==> src/rtl/fabric_local_port.sv <==
// Local port between a tile core and its mesh router: injection FIFO with XY routing, ejection FIFO to the core.
// Optional FABRIC_LOCAL_LOOPBACK_EN: self-addressed flits go straight to the ejection FIFO instead of being dropped.

module fabric_local_fifo #(
    parameter int W     = 8,
    parameter int DEPTH = 4
) (
    input  logic         clk,
    input  logic         rst,
    input  logic         push,
    input  logic         pop,
    input  logic [W-1:0] wdata,
    output logic [W-1:0] rdata,
    output logic         full,
    output logic         empty
);
    localparam int AW = $clog2(DEPTH);

    logic [AW:0]  wptr, rptr;
    logic [W-1:0] mem [DEPTH];

    // extra wrap bit distinguishes full from empty when the index bits match
    assign empty = (wptr == rptr);
    assign full  = (wptr[AW] != rptr[AW]) && (wptr[AW-1:0] == rptr[AW-1:0]);
    assign rdata = mem[rptr[AW-1:0]];

    always_ff @(posedge clk or negedge rst) begin
        if (!rst) begin
            wptr <= '0;
            rptr <= '0;
        end else begin
            if (push && !full) wptr <= wptr + 1'b1;
            if (pop && !empty) rptr <= rptr + 1'b1;
        end
    end

    always_ff @(posedge clk) begin
        if (push && !full) mem[wptr[AW-1:0]] <= wdata;
    end
endmodule

module fabric_local_port #(
    parameter int DATA_W    = 32,
    parameter int ADDR_W    = 32,
    parameter int INJ_DEPTH = 4,
    parameter int EJ_DEPTH  = 4,
    parameter int MAX_OUTST = 8,
    localparam int TRANS_W  = 18 + ADDR_W + DATA_W,
    localparam int CNT_W    = $clog2(MAX_OUTST + 1)
) (
    input  logic               clk,
    input  logic               rst,
    input  logic [7:0]         local_tile_id,
    input  logic               core_req_valid,
    output logic               core_req_ready,
    input  logic [1:0]         core_req_opcode,
    input  logic [7:0]         core_req_dest,
    input  logic [ADDR_W-1:0]  core_req_addr,
    input  logic [DATA_W-1:0]  core_req_data,
    output logic               out_local_req_valid,
    output logic [TRANS_W-1:0] out_local_req,
    input  logic [3:0]         in_local_ready,
    input  logic               in_local_req_valid,
    input  logic [TRANS_W-1:0] in_local_req,
    output logic               out_local_ready,
    output logic               core_rsp_valid,
    input  logic               core_rsp_ready,
    output logic [TRANS_W-1:0] core_rsp,
    output logic [CNT_W-1:0]   outst_cnt,
    output logic               err_loopback
);
    localparam logic [1:0] OP_RD     = 2'b00;
    localparam logic [1:0] OP_WR     = 2'b01;
    localparam logic [1:0] OP_RD_RSP = 2'b10;

    typedef struct packed {
        logic [1:0]        opcode;
        logic [7:0]        dest;
        logic [7:0]        src;
        logic [ADDR_W-1:0] addr;
        logic [DATA_W-1:0] data;
    } flit_t;

    flit_t inj_wdata, inj_head, ej_wdata, ej_head;
    logic  inj_push, inj_pop, inj_full, inj_empty;
    logic  ej_push, ej_pop, ej_full, ej_empty;
    logic  head_loop, fwd_pop, loop_pop, router_wr;
    logic  [1:0] dir;
    logic  cnt_inc, cnt_dec;

    assign core_req_ready = !inj_full &&
                            !(core_req_opcode == OP_RD && outst_cnt == CNT_W'(MAX_OUTST));
    assign inj_push  = core_req_valid && core_req_ready;
    assign inj_wdata = '{opcode: core_req_opcode, dest: core_req_dest, src: local_tile_id,
                         addr: core_req_addr, data: core_req_data};

    fabric_local_fifo #(.W(TRANS_W), .DEPTH(INJ_DEPTH)) u_inj (
        .clk(clk), .rst(rst), .push(inj_push), .pop(inj_pop), .wdata(inj_wdata),
        .rdata(inj_head), .full(inj_full), .empty(inj_empty)
    );

    // XY dimension-order routing of the injection head
    always_comb begin
        dir       = 2'd0;
        head_loop = 1'b0;
        if (inj_head.dest[7:4] > local_tile_id[7:4])      dir = 2'd1;
        else if (inj_head.dest[7:4] < local_tile_id[7:4]) dir = 2'd2;
        else if (inj_head.dest[3:0] > local_tile_id[3:0]) dir = 2'd3;
        else if (inj_head.dest[3:0] < local_tile_id[3:0]) dir = 2'd0;
        else                                              head_loop = 1'b1;
    end

    assign out_local_req_valid = !inj_empty && !head_loop;
    assign out_local_req       = inj_head;
    assign fwd_pop             = out_local_req_valid && in_local_ready[dir];
    assign out_local_ready     = !ej_full;
    assign router_wr           = in_local_req_valid && out_local_ready;
    assign inj_pop             = fwd_pop || loop_pop;

`ifdef FABRIC_LOCAL_LOOPBACK_EN
    // router flits win the ejection write port; a loopback head waits for a free cycle
    assign loop_pop     = !inj_empty && head_loop && !ej_full && !router_wr;
    assign ej_push      = router_wr || loop_pop;
    assign ej_wdata     = router_wr ? flit_t'(in_local_req) : inj_head;
    assign err_loopback = 1'b0;
`else
    logic err_q;
    assign loop_pop     = !inj_empty && head_loop;
    assign ej_push      = router_wr;
    assign ej_wdata     = flit_t'(in_local_req);
    assign err_loopback = err_q;

    always_ff @(posedge clk or negedge rst) begin
        if (!rst)          err_q <= 1'b0;
        else if (loop_pop) err_q <= 1'b1;
    end
`endif

    fabric_local_fifo #(.W(TRANS_W), .DEPTH(EJ_DEPTH)) u_ej (
        .clk(clk), .rst(rst), .push(ej_push), .pop(ej_pop), .wdata(ej_wdata),
        .rdata(ej_head), .full(ej_full), .empty(ej_empty)
    );

    assign core_rsp_valid = !ej_empty;
    assign core_rsp       = ej_head;
    assign ej_pop         = core_rsp_valid && core_rsp_ready;

    // reads count as outstanding from the moment they leave the injection FIFO
    assign cnt_inc = inj_pop && (inj_head.opcode == OP_RD);
    assign cnt_dec = ej_pop && (ej_head.opcode == OP_RD_RSP);

    always_ff @(posedge clk or negedge rst) begin
        if (!rst) begin
            outst_cnt <= '0;
        end else begin
            case ({cnt_inc, cnt_dec})
                2'b10: if (outst_cnt != CNT_W'(MAX_OUTST)) outst_cnt <= outst_cnt + 1'b1;
                2'b01: if (outst_cnt != '0)                outst_cnt <= outst_cnt - 1'b1;
                default: ;
            endcase
        end
    end

    logic unused_op;
    assign unused_op = ^OP_WR;
endmodule

==> config.mk <==
export PLATFORM = sky130hd
export DESIGN_NAME = fabric_local_port
export DESIGN_NICKNAME = d
export VERILOG_FILES = /design/src/rtl/fabric_local_port.sv
export SDC_FILE = /design/constraint.sdc
export NUM_CORES = 1
export LEC_CHECK = 0
export CORE_MARGIN = 2
export CORE_UTILIZATION = 55
export CTS_CLUSTER_SIZE = 25
export DETAILED_ROUTE_END_ITERATION = 12
export GPL_TIMING_DRIVEN = 0
export PLACE_DENSITY = 0.88
export SYNTH_ARGS = -nofsm -noshare
export SYNTH_HDL_FRONTEND = slang
export SYNTH_HIERARCHICAL = 1
export SYNTH_SLANG_ARGS = --single-unit
==> constraint.sdc <==
create_clock -name clk -period 4.8 [get_ports clk]
set_input_delay 1.2 -clock clk [delete_from_list [all_inputs] [get_ports clk]]
set_output_delay 1.2 -clock clk [all_outputs]
set_load 0.01 [all_outputs]
==> impl_metrics.yaml <==
status:
  status: "finished clean"
clocking:
  cts_buffer_depth: 3
  path_clk_slew_ps: 60
  htree_levels: 3
  clkLatencyLatePin_ps: 590
  postCtsHoldBufs: 0
  cts-root-buf: "clkbuf_16"
  cts.sinks: 673
  cts_buffers: 67
  cts_tree: "yes"
layout:
  synthToLayoutAreaGrowth_pct: 26.0
  drive_above_1_share_pct: 20.9
  final_cell_area_sq_um: 32100
  nNetsFinal: 1677
floorplan:
  pin_count: 346
  coreArea_sq_um: 45500
  die_area_sq_um: 48000
  die_y_microns: 219
  die_w_microns: 219
  rows: 78
  initial_core_util_pct: 56.0
critical_path:
  crit_chain: "buf_6 > buf_6 > buf_6 > mux4_2 > ha_1 > nand4_1 > a311oi_2 > a21oi_1 > dlymetal6s2s_1"
  cp_top_family: "buffers and inverters"
  cp_common_cell: "buf_6"
  cp_slowest_cell: "mux4_2"
  cp.required_ps: 3600
  worst-endpoint-arrival_ps: 3170
  worst_setup_path_start_kind: "flop"
  slowest_delay_ps: 570
  worst-setup-path-type: "flop to output port"
  end_kind: "output port"
  path_buf_inv: 4
  worstPathMaxFanout: 10
synth:
  synth.avg_cell_area_sq_um: 24.1
  synth_ff_type: "edfxtp_1"
  syn_nets: 1249
  yosysSeqAreaShare_pct: 79.1
  ys_ff_latch: 673
  ys_types: 53
  syn_area_sq_um: 25400
  yosysWarningCount: 6
  async_flop_share_pct: 2.53
  synth-edff-count: 656
  netlist_instances: 1055
pwr:
  p_seq_share_pct: 39.9
  p_switching_mw: 6.30
  p_int_mw: 14.7
  power_leakage_nw: 10.5
  ir_drop_mv: 0.403
  combPwrFrac_pct: 36.8
  clkPwrFrac_pct: 23.2
  powerDensity_nw_per_um2: 654
  switching_share_pct: 30.0
placement:
  place.gp.congestion: 0.806
  dpl-instance-area_sq_um: 30000
  dp_hpwl_mm: 36.1
  place_ws_ps: 137
  numPortBuffers: 345
sta:
  finalCritPeriodShare_pct: 91.0
  maxSlewViolCount: 0
  rsz0062_at_grt: "false"
  skew_ps: 21.3
  period_needed_ps: 4370
  finalSetupViolCount: 0
  tightest_slew_ps: 890
  hold_viol: 0
  relSlewSlack_pct: 40.5
  layout_setup_ws_ps: 432
  max_freq_ghz: 0.229
  fin_setup_tns_ps: 0
global_routing:
  overflow: 0
  grt_pass1_vias: 13400
  antenna_found_initial: 10
  grt_use_total_pct: 23.8
  grt_max_degree: 59
  grt_pass1_wl_mm: 82.8
route:
  vias_per_cell: 5.83
  via_count: 12400
  drt_iter0_drc: 1006
  remaining_drc_errors: 0
  wirelength_mm: 56.3
  post_drt_wl_per_cell_microns: 26.4
  antenna_left: 0
  drt_pass1_iterations: 5
job:
  cap_violations: 0
worst_hold_path:
  min_path_type: "flop to flop"
-- metrics by stage --
stage,instances,hold slack [ps],util (%),power [mW]
floorplan,1055,513,-,12.6
global placement,2000,461,65.2,16.0
detailed placement,2013,472,66.0,16.2
CTS,2128,490,70.5,21.2
global route,2132,515,70.5,21.8
finish,2134,495,70.5,21.0
-- layout by cell type, fill, tap and decap left out, types with 5 or more instances in the layout --
| cell type | instances |
|---|---|
| buf_6 | 16 |
| edfxtp_1 | 656 |
| nor3_1 | 7 |
| buf_16 | 9 |
| and3_4 | 6 |
| clkdlybuf4s50_1 | 344 |
| nand2b_1 | 5 |
| clkinv_1 | 12 |
| diode_2 | 5 |
| o31ai_1 | 10 |
| mux4_2 | 165 |
| clkbuf_1 | 24 |
| xnor2_1 | 11 |
| ha_1 | 20 |
| nor2_1 | 7 |
| a21oi_1 | 12 |
| inv_1 | 23 |
| nand2_1 | 14 |
| dfrtp_1 | 17 |
| buf_2 | 16 |
| clkbuf_16 | 71 |
| clkinv_2 | 7 |
-- area by class of cell --
| cell class | instances | area [sq um] |
|---|---|---|
| Sequential cell | 673 | 20100 |
| Fill cell | 2673 | 13400 |
| Multi-Input combinational cell | 318 | 4980 |
| Timing Repair Buffer | 360 | 3800 |
| Clock buffer | 90 | 1850 |
| Tap cell | 600 | 751 |
| Buffer | 39 | 294 |
| Clock inverter | 25 | 175 |
| Inverter | 24 | 90.1 |
| Antenna cell | 5 | 12.5 |
-- synthesized netlist by cell type, types with 2 or more instances --
master      n  area share [%]
and3_1      6            0.15
a31oi_1     2           0.049
mux4_2    165              15
xnor2_1    11            0.38
nor3_1      7            0.14
clkbuf_1    6           0.088
a211oi_1    4            0.12
nand2b_1    5            0.12
a21oi_1    12            0.24
o211ai_1    2           0.059
o211a_1     2           0.079
o31ai_1    10            0.29
nand3_1     3           0.059
xor2_1      4            0.14
a21o_1      2           0.059
inv_1      23            0.34
dfrtp_1    17             1.7
a31oi_2     2           0.098
edfxtp_1  656              77
buf_6      16            0.71
ha_1       20            0.98
buf_2      16            0.31
nand4_1     2           0.049
xor2_2      4            0.26
nor2b_1     3           0.074
nand2_1    14            0.21
o21ai_0     3           0.059
nor2_1      7            0.10
o21ai_1     3           0.059
mux2i_1     2           0.079
buf_4       2           0.059
a21boi_0    3           0.088
-- routing by layer --
layer	track usage [%]	up-vias	wire, microns
met5	0	-	67
met4	6.94	10	994
met3	8.50	78	5810
met2	41.2	592	29300
met1	28.2	6405	20100
li1	-	5350	-
-- timing repair --
item                                    in CTS  in global routing
gates resized for setup                      0                  1
buffers inserted                             1                  1
endpoints found under the setup margin       1                  1
pin swaps                                    1                  1
-- cells by family after synthesis --
group | synth area share [%]
flip-flops | 79.1
multiplexers | 14.7
buffers and inverters | 1.52
AND/OR/NAND/NOR | 1.34
AO/OA/AOI/OAI | 1.54
adder cells (fa/ha/maj) | 1.06
XOR/XNOR | 0.772
-- worst reg2reg max path: cells and delay by family, from the launching register on --
kind	cells	cell delay [ps]
adder cells (fa/ha/maj)	2	580
buffers and inverters	4	660
flip-flops	1	380
AND/OR/NAND/NOR	3	600
AO/OA/AOI/OAI	5	920
multiplexers	2	1030
-- power by group through the flow --
stage | combinational [mW] | sequential [mW] | clock, mW
5_1_grt | 8.21 | 8.47 | 5.16
2_1_floorplan | 4.18 | 8.44 | 0
6_report | 7.73 | 8.37 | 4.87
3_3_place_gp | 7.39 | 8.57 | 0
3_5_place_dp | 7.73 | 8.46 | 0
4_1_cts | 7.83 | 8.38 | 4.97
-- sequential cells by signal, summed over array words and instances (netlist names) --
register and cells:
u_inj/mem 328, err_loopback 1, u_inj/rptr 3, outst_cnt 4, u_ej/mem 328, u_ej/wptr 3
u_ej/rptr 3, u_inj/wptr 3
-- path summary, 6_finish.rpt --
kind / slack, ps / end / startpoint / cells after the start
worst max-delay path: 430 / out_local_req_valid / u_inj/rptr[0]$_DFFE_PN0P_ / 9
worst max register to register: 500 / outst_cnt[3]$_DFFE_PN0P_ / u_inj/rptr[0]$_DFFE_PN0P_ / 16
max in group asynchronous: 3140 / outst_cnt[3]$_DFFE_PN0P_ / rst / 1
worst min register to register: 490 / err_loopback$_DFFE_PN0P_ / err_loopback$_DFFE_PN0P_ / 1
worst min-delay path: 490 / err_loopback$_DFFE_PN0P_ / err_loopback$_DFFE_PN0P_ / 1
min in group asynchronous: 1110 / u_ej/wptr[0]$_DFFE_PN0P_ / rst / 1
Power figures use the tool's default switching activity.
